===== src/rtl/seq_pkg.sv =====
// seq_pkg: shared state encoding, ROM funct codes and instruction field layout for rom_sequencer.
package seq_pkg;
  typedef enum logic [1:0] {IDLE, FETCH, LOAD, ISSUE} state_e;
  // ALU functs all have bit 0 set; MOVE is the only even code that issues
  localparam logic [4:0] NULLS = 5'b00001;
  localparam logic [4:0] ONES  = 5'b00011;
  localparam logic [4:0] NO    = 5'b00101;
  localparam logic [4:0] NOT   = 5'b00111;
  localparam logic [4:0] XOR   = 5'b01001;
  localparam logic [4:0] XNOR  = 5'b01011;
  localparam logic [4:0] INCR  = 5'b01101;
  localparam logic [4:0] DECR  = 5'b01111;
  localparam logic [4:0] COMPL = 5'b10001;
  localparam logic [4:0] ADD   = 5'b10011;
  localparam logic [4:0] SUBTR = 5'b10101;
  localparam logic [4:0] MOVE  = 5'b11010;
  localparam int FUNCT_HI = 10;
  localparam int FUNCT_LO = 6;
  localparam int SRC_HI   = 5;
  localparam int SRC_LO   = 3;
  localparam int DST_HI   = 2;
  localparam int DST_LO   = 0;
  typedef struct packed {
    logic       is_alu;
    logic       is_move;
    logic       is_nop;
    logic [4:0] funct;
    logic [2:0] src;
    logic [2:0] dst;
  } dec_t;
endpackage


===== src/rtl/instr_decode.sv =====
// instr_decode: splits an 11-bit ROM word into fields and classifies it as ALU, move or NOP.
module instr_decode
  import seq_pkg::*;
#(
  parameter logic [4:0] MOVE_FUNCT = MOVE
) (
  input  logic [10:0] word_i,
  output dec_t        dec_o
);
  always_comb begin
    dec_o.funct   = word_i[FUNCT_HI:FUNCT_LO];
    dec_o.src     = word_i[SRC_HI:SRC_LO];
    dec_o.dst     = word_i[DST_HI:DST_LO];
    dec_o.is_alu  = word_i[FUNCT_LO];
    dec_o.is_move = !word_i[FUNCT_LO] && (word_i[FUNCT_HI:FUNCT_LO] == MOVE_FUNCT);
    dec_o.is_nop  = !dec_o.is_alu && !dec_o.is_move;
  end
endmodule


===== src/rtl/rom_sequencer.sv =====
// rom_sequencer: walks the instruction ROM, absorbs its read latency and issues decoded ops
// to the datapath over valid/ready.
module rom_sequencer
  import seq_pkg::*;
#(
  parameter int              ADDR_W     = 4,
  parameter logic [ADDR_W-1:0] LAST_ADDR = ADDR_W'(15),
  parameter bit              WRAP       = 1'b1,
  parameter logic [4:0]      MOVE_FUNCT = 5'b11010
) (
  input  logic              clk,
  input  logic              rst_n,
  input  logic              start,
  input  logic              stop,
  output logic [ADDR_W-1:0] rom_addr,
  input  logic [10:0]       rom_data,
  output logic              op_valid,
  input  logic              op_ready,
  output logic [4:0]        op_funct,
  output logic [2:0]        op_src,
  output logic [2:0]        op_dst,
  output logic              op_is_alu,
  output logic              busy,
  output logic              done
);
  state_e            state_q, state_d;
  logic [ADDR_W-1:0] pc_q, pc_d;
  dec_t              ir_q, ir_d, ld_dec;
  logic              stop_pend_q, stop_pend_d;
  logic              done_q, done_d;
  logic              adv, halt, at_last;
  logic              unused_ir;

  instr_decode #(.MOVE_FUNCT(MOVE_FUNCT)) u_dec (
    .word_i(rom_data),
    .dec_o (ld_dec)
  );

  assign at_last = (pc_q == LAST_ADDR);
  assign adv     = (state_q == LOAD && ld_dec.is_nop) || (state_q == ISSUE && op_ready);
  // a stop arriving on the advance cycle itself still halts here, giving one done pulse
  assign halt    = stop_pend_q || stop || (at_last && !WRAP);

  always_ff @(posedge clk or negedge rst_n) begin
    if (!rst_n) begin
      state_q     <= IDLE;
      pc_q        <= '0;
      ir_q        <= '0;
      stop_pend_q <= 1'b0;
      done_q      <= 1'b0;
    end else begin
      state_q     <= state_d;
      pc_q        <= pc_d;
      ir_q        <= ir_d;
      stop_pend_q <= stop_pend_d;
      done_q      <= done_d;
    end
  end

  always_comb begin
    state_d     = state_q;
    pc_d        = pc_q;
    ir_d        = ir_q;
    stop_pend_d = stop_pend_q || (state_q != IDLE && stop);
    done_d      = 1'b0;
    if (state_q == IDLE && start && !stop) begin
      state_d = FETCH;
      pc_d    = '0;
    end
    if (state_q == FETCH) state_d = LOAD;
    if (state_q == LOAD) begin
      ir_d    = ld_dec;
      state_d = ISSUE;
    end
    if (adv) begin
      pc_d        = (halt || at_last) ? '0 : pc_q + 1'b1;
      state_d     = halt ? IDLE : FETCH;
      done_d      = halt;
      stop_pend_d = 1'b0;
    end
  end

  always_comb begin
    op_valid = (state_q == ISSUE);
    busy     = (state_q != IDLE);
  end

  assign rom_addr  = pc_q;
  assign op_funct  = ir_q.funct;
  assign op_src    = ir_q.src;
  assign op_dst    = ir_q.dst;
  assign op_is_alu = ir_q.is_alu;
  assign done      = done_q;
  assign unused_ir = ir_q.is_move ^ ir_q.is_nop;
endmodule


===== config.mk =====
export PLATFORM = sky130hd
export DESIGN_NAME = rom_sequencer
export DESIGN_NICKNAME = d
export VERILOG_FILES = /design/src/rtl/seq_pkg.sv /design/src/rtl/instr_decode.sv /design/src/rtl/rom_sequencer.sv
export SDC_FILE = /design/constraint.sdc
export NUM_CORES = 1
export LEC_CHECK = 0
export ABC_AREA = 1
export BUFFER_PORTS_ARGS = -buffer_cell sky130_fd_sc_hd__buf_2
export CAP_MARGIN = 20
export CORE_ASPECT_RATIO = 0.75
export CORE_UTILIZATION = 27
export DETAILED_ROUTE_END_ITERATION = 10
export SYNTH_ARGS = -nofsm -noshare
export SYNTH_HDL_FRONTEND = slang
export SYNTH_SLANG_ARGS = --single-unit

===== constraint.sdc =====
create_clock -name clk -period 1.7 [get_ports clk]
set_input_delay 0.085 -clock clk [delete_from_list [all_inputs] [get_ports clk]]
set_output_delay 0.085 -clock clk [all_outputs]
set_load 0.1 [all_outputs]

==> metrics.yaml <==
routing:
  drtIter0Drc: 53
  vias_per_cell: 4.358
  vias: 815
  wl_per_cell_um: 10.86
  firstDrtPassIters: 6
  routed_wl_um: 2031
  detail-route-antenna-nets: 0
  post-route-drc-count: 0
clock_tree:
  cts_buffer_depth: 2
  clk_latency_ns: 0.26
  cts_buffers: 3
  cts_max_level: 1
  cts_root_buffer: "clkbuf_8"
  cts_tree: "yes"
  path_clk_slew_ns: 0.07
  ctsResizeCount: 0
  clkSinkCount: 19
synth:
  synth_top_flop_cell: "dfrtp_1"
  ys_seq_elements: 19
  yosysMostFrequentCell: "nand2_1"
  postSynthCellCount: 109
  synthesis.nets: 131
  synth_edf_count: 0
  ys_top_cells_by_count: "nand2_1 (39), dfrtp_1 (19), nand3_1 (8)"
  synth_area_leaders: "dfrtp_1 (50%), nand2_1 (15%), ha_1 (7.8%), nand3_1 (4.2%), nor2_1 (2.7%)"
  yosysSeqAreaShare_pct: 49.54
  synth_top_area_share_pct: 49.54
  synth.largest_area_cell: "dfrtp_1"
  ys_types: 21
  netlist_area_um2: 959.7
  ys_warn_count: 0
  syn_avg_cell_area_um2: 8.804
  ys_async_sr_fraction_pct: 100.0
timing:
  hold_violations: 0
  slew-limit-headroom_pct: 67.53
  max_freq_ghz: 0.6196
  finalClockSkew_ns: 0.005718
  rsz0062_at_grt: "no"
  finalCritPeriodShare_pct: 94.93
  period_needed_ns: 1.614
  setup_violations: 0
  final.setup.tns_ns: 0
  final_max_slew_viol_count: 0
  tightest_slew_ns: 0.4905
final_layout:
  multi_input_area_um2: 430.4
  antennaDiodeCount: 0
  fin_area_mm2: 0.001237
  register_area_um2: 478.0
  layout.nets: 170
  area_growth_pct: 28.94
  nFillCells: 362
  final_layout_size_suffix_gt1_share_pct: 35.37
global_routing:
  grt_pass1_vias: 796
  grt_antenna_before_repair: 0
  gr-total-overflow: 0
  grt_max_degree: 20
  grt_pass1_wl_um: 3546
  grt_usage_pct: 12.88
critical_path:
  critPathKind: "reg2out"
  crit_path_end: "busy"
  required_ns: 1.62
  startpoint: "state_q[0]"
  reg2reg_to: "state_q[0]"
  rr_worst_depth: 6
  endpoint_kind: "output port"
  rr_startpoint: "state_q[0]"
  critPathMaxFanout: 5
  crit_arrival_ns: 1.53
  crit_path_start_kind: "register"
  reg2reg_slack_ns: 0.25
place:
  dpl_cell_area_mm2: 0.001182
  place_congestion: 0.8453
  dp_hpwl_um: 1623
  port_buffers: 34
min_path:
  hp-class: "in2reg"
die:
  rows: 18
  die_w_um: 70.84
  ioPinCount: 35
  fp.dieH_um: 53.63
  start_util_pct: 28.79
  core_mm2: 0.003333
  dieArea_mm2: 0.003799
run:
  cap_violations: 0
outcome:
  status: "complete, no violations"
[worst max-delay path, cell delays in order (launching register included)]
cell and delay (ns):
dfrtp_1 0.43, inv_1 0.10, ha_1 0.24, inv_1 0.08, buf_2 0.42
[sequential cells by signal, summed over array words and instances (netlist names)]
register,cells
op_funct,5
rom_addr,4
op_dst,3
op_src,3
state_q,2
done,1
stop_pend_q,1
[layer usage]
metal / part of all wire, % / GRT usage, %
met5: 0 / 0
met2: 44 / 20.03
met4: 4.8 / 10.67
met1: 47 / 14.94
met3: 3.5 / 4.120
[cell usage in the layout, fill, tap and decap left out]
| cell type | n |
|---|---|
| nand2_1 | 39 |
| buf_2 | 34 |
| dfrtp_1 | 17 |
| nand3_1 | 8 |
| nor2_1 | 7 |
| inv_1 | 6 |
| ha_1 | 5 |
| o21ai_1 | 4 |
| inv_2 | 3 |
| nand4_1 | 3 |
| clkbuf_8 | 3 |
| nand2_4 | 2 |
| buf_4 | 2 |
| dfrtp_2 | 2 |
| nor2_2 | 1 |
| nand2_2 | 1 |
| nor2_8 | 1 |
| a21oi_4 | 1 |
| a21oi_1 | 1 |
| clkinv_2 | 1 |
| nand3b_1 | 1 |
| xnor2_1 | 1 |
| xor2_1 | 1 |
| ha_2 | 1 |
| clkbuf_1 | 1 |
| dlygate4sd3_1 | 1 |
[cell type report]
type	instances	area share [%]
repair buffers	37	15.77
well taps	40	4.044
flip-flops and latches	19	38.62
inverters	10	3.134
clock buffers	4	3.640
multi-input cells	77	34.78
[how the worst min path moves through the flow]
stage	from	to	depth (start not counted)
finish	rom_data[1]	op_dst[1]	3
global route	rom_data[3]	op_src[0]	3
CTS	rom_data[1]	op_dst[1]	3
detailed placement	rst_n	op_src[1]	1
global placement	rst_n	op_src[1]	1
floorplan	rst_n	done	0
[stage by stage]
stage	util (%)	hold slack, ns	cells	setup slack (ns)
final	37.12	0.02379	187	0.08617
after global routing	37.12	0.03466	187	0.01249
after CTS	37.12	0.01903	187	0.07892
after detailed placement	35.47	0.05244	182	0.2806
after global placement	35.47	0.04877	182	0.3296
after floorplan	-	-0.2106	109	0.08923
[kinds of logic after synthesis]
group | after synthesis | share of synthesized area, %
xor+xnor | 2 | 1.826
fa+ha+maj | 6 | 7.822
simple gates | 63 | 30.64
compound gates | 6 | 4.303
flops | 19 | 49.54
buf+inv | 13 | 5.867
[timing repair]
| action | in CTS | in global routing |
|---|---|---|
| hold buffers | 1 | 0 |
| hold endpoints to repair | 19 | 0 |
| buffers inserted | 0 | 0 |
Power is not shown: default switching activity piles up to over one toggle a cycle in this logic, so the estimate is an artifact.
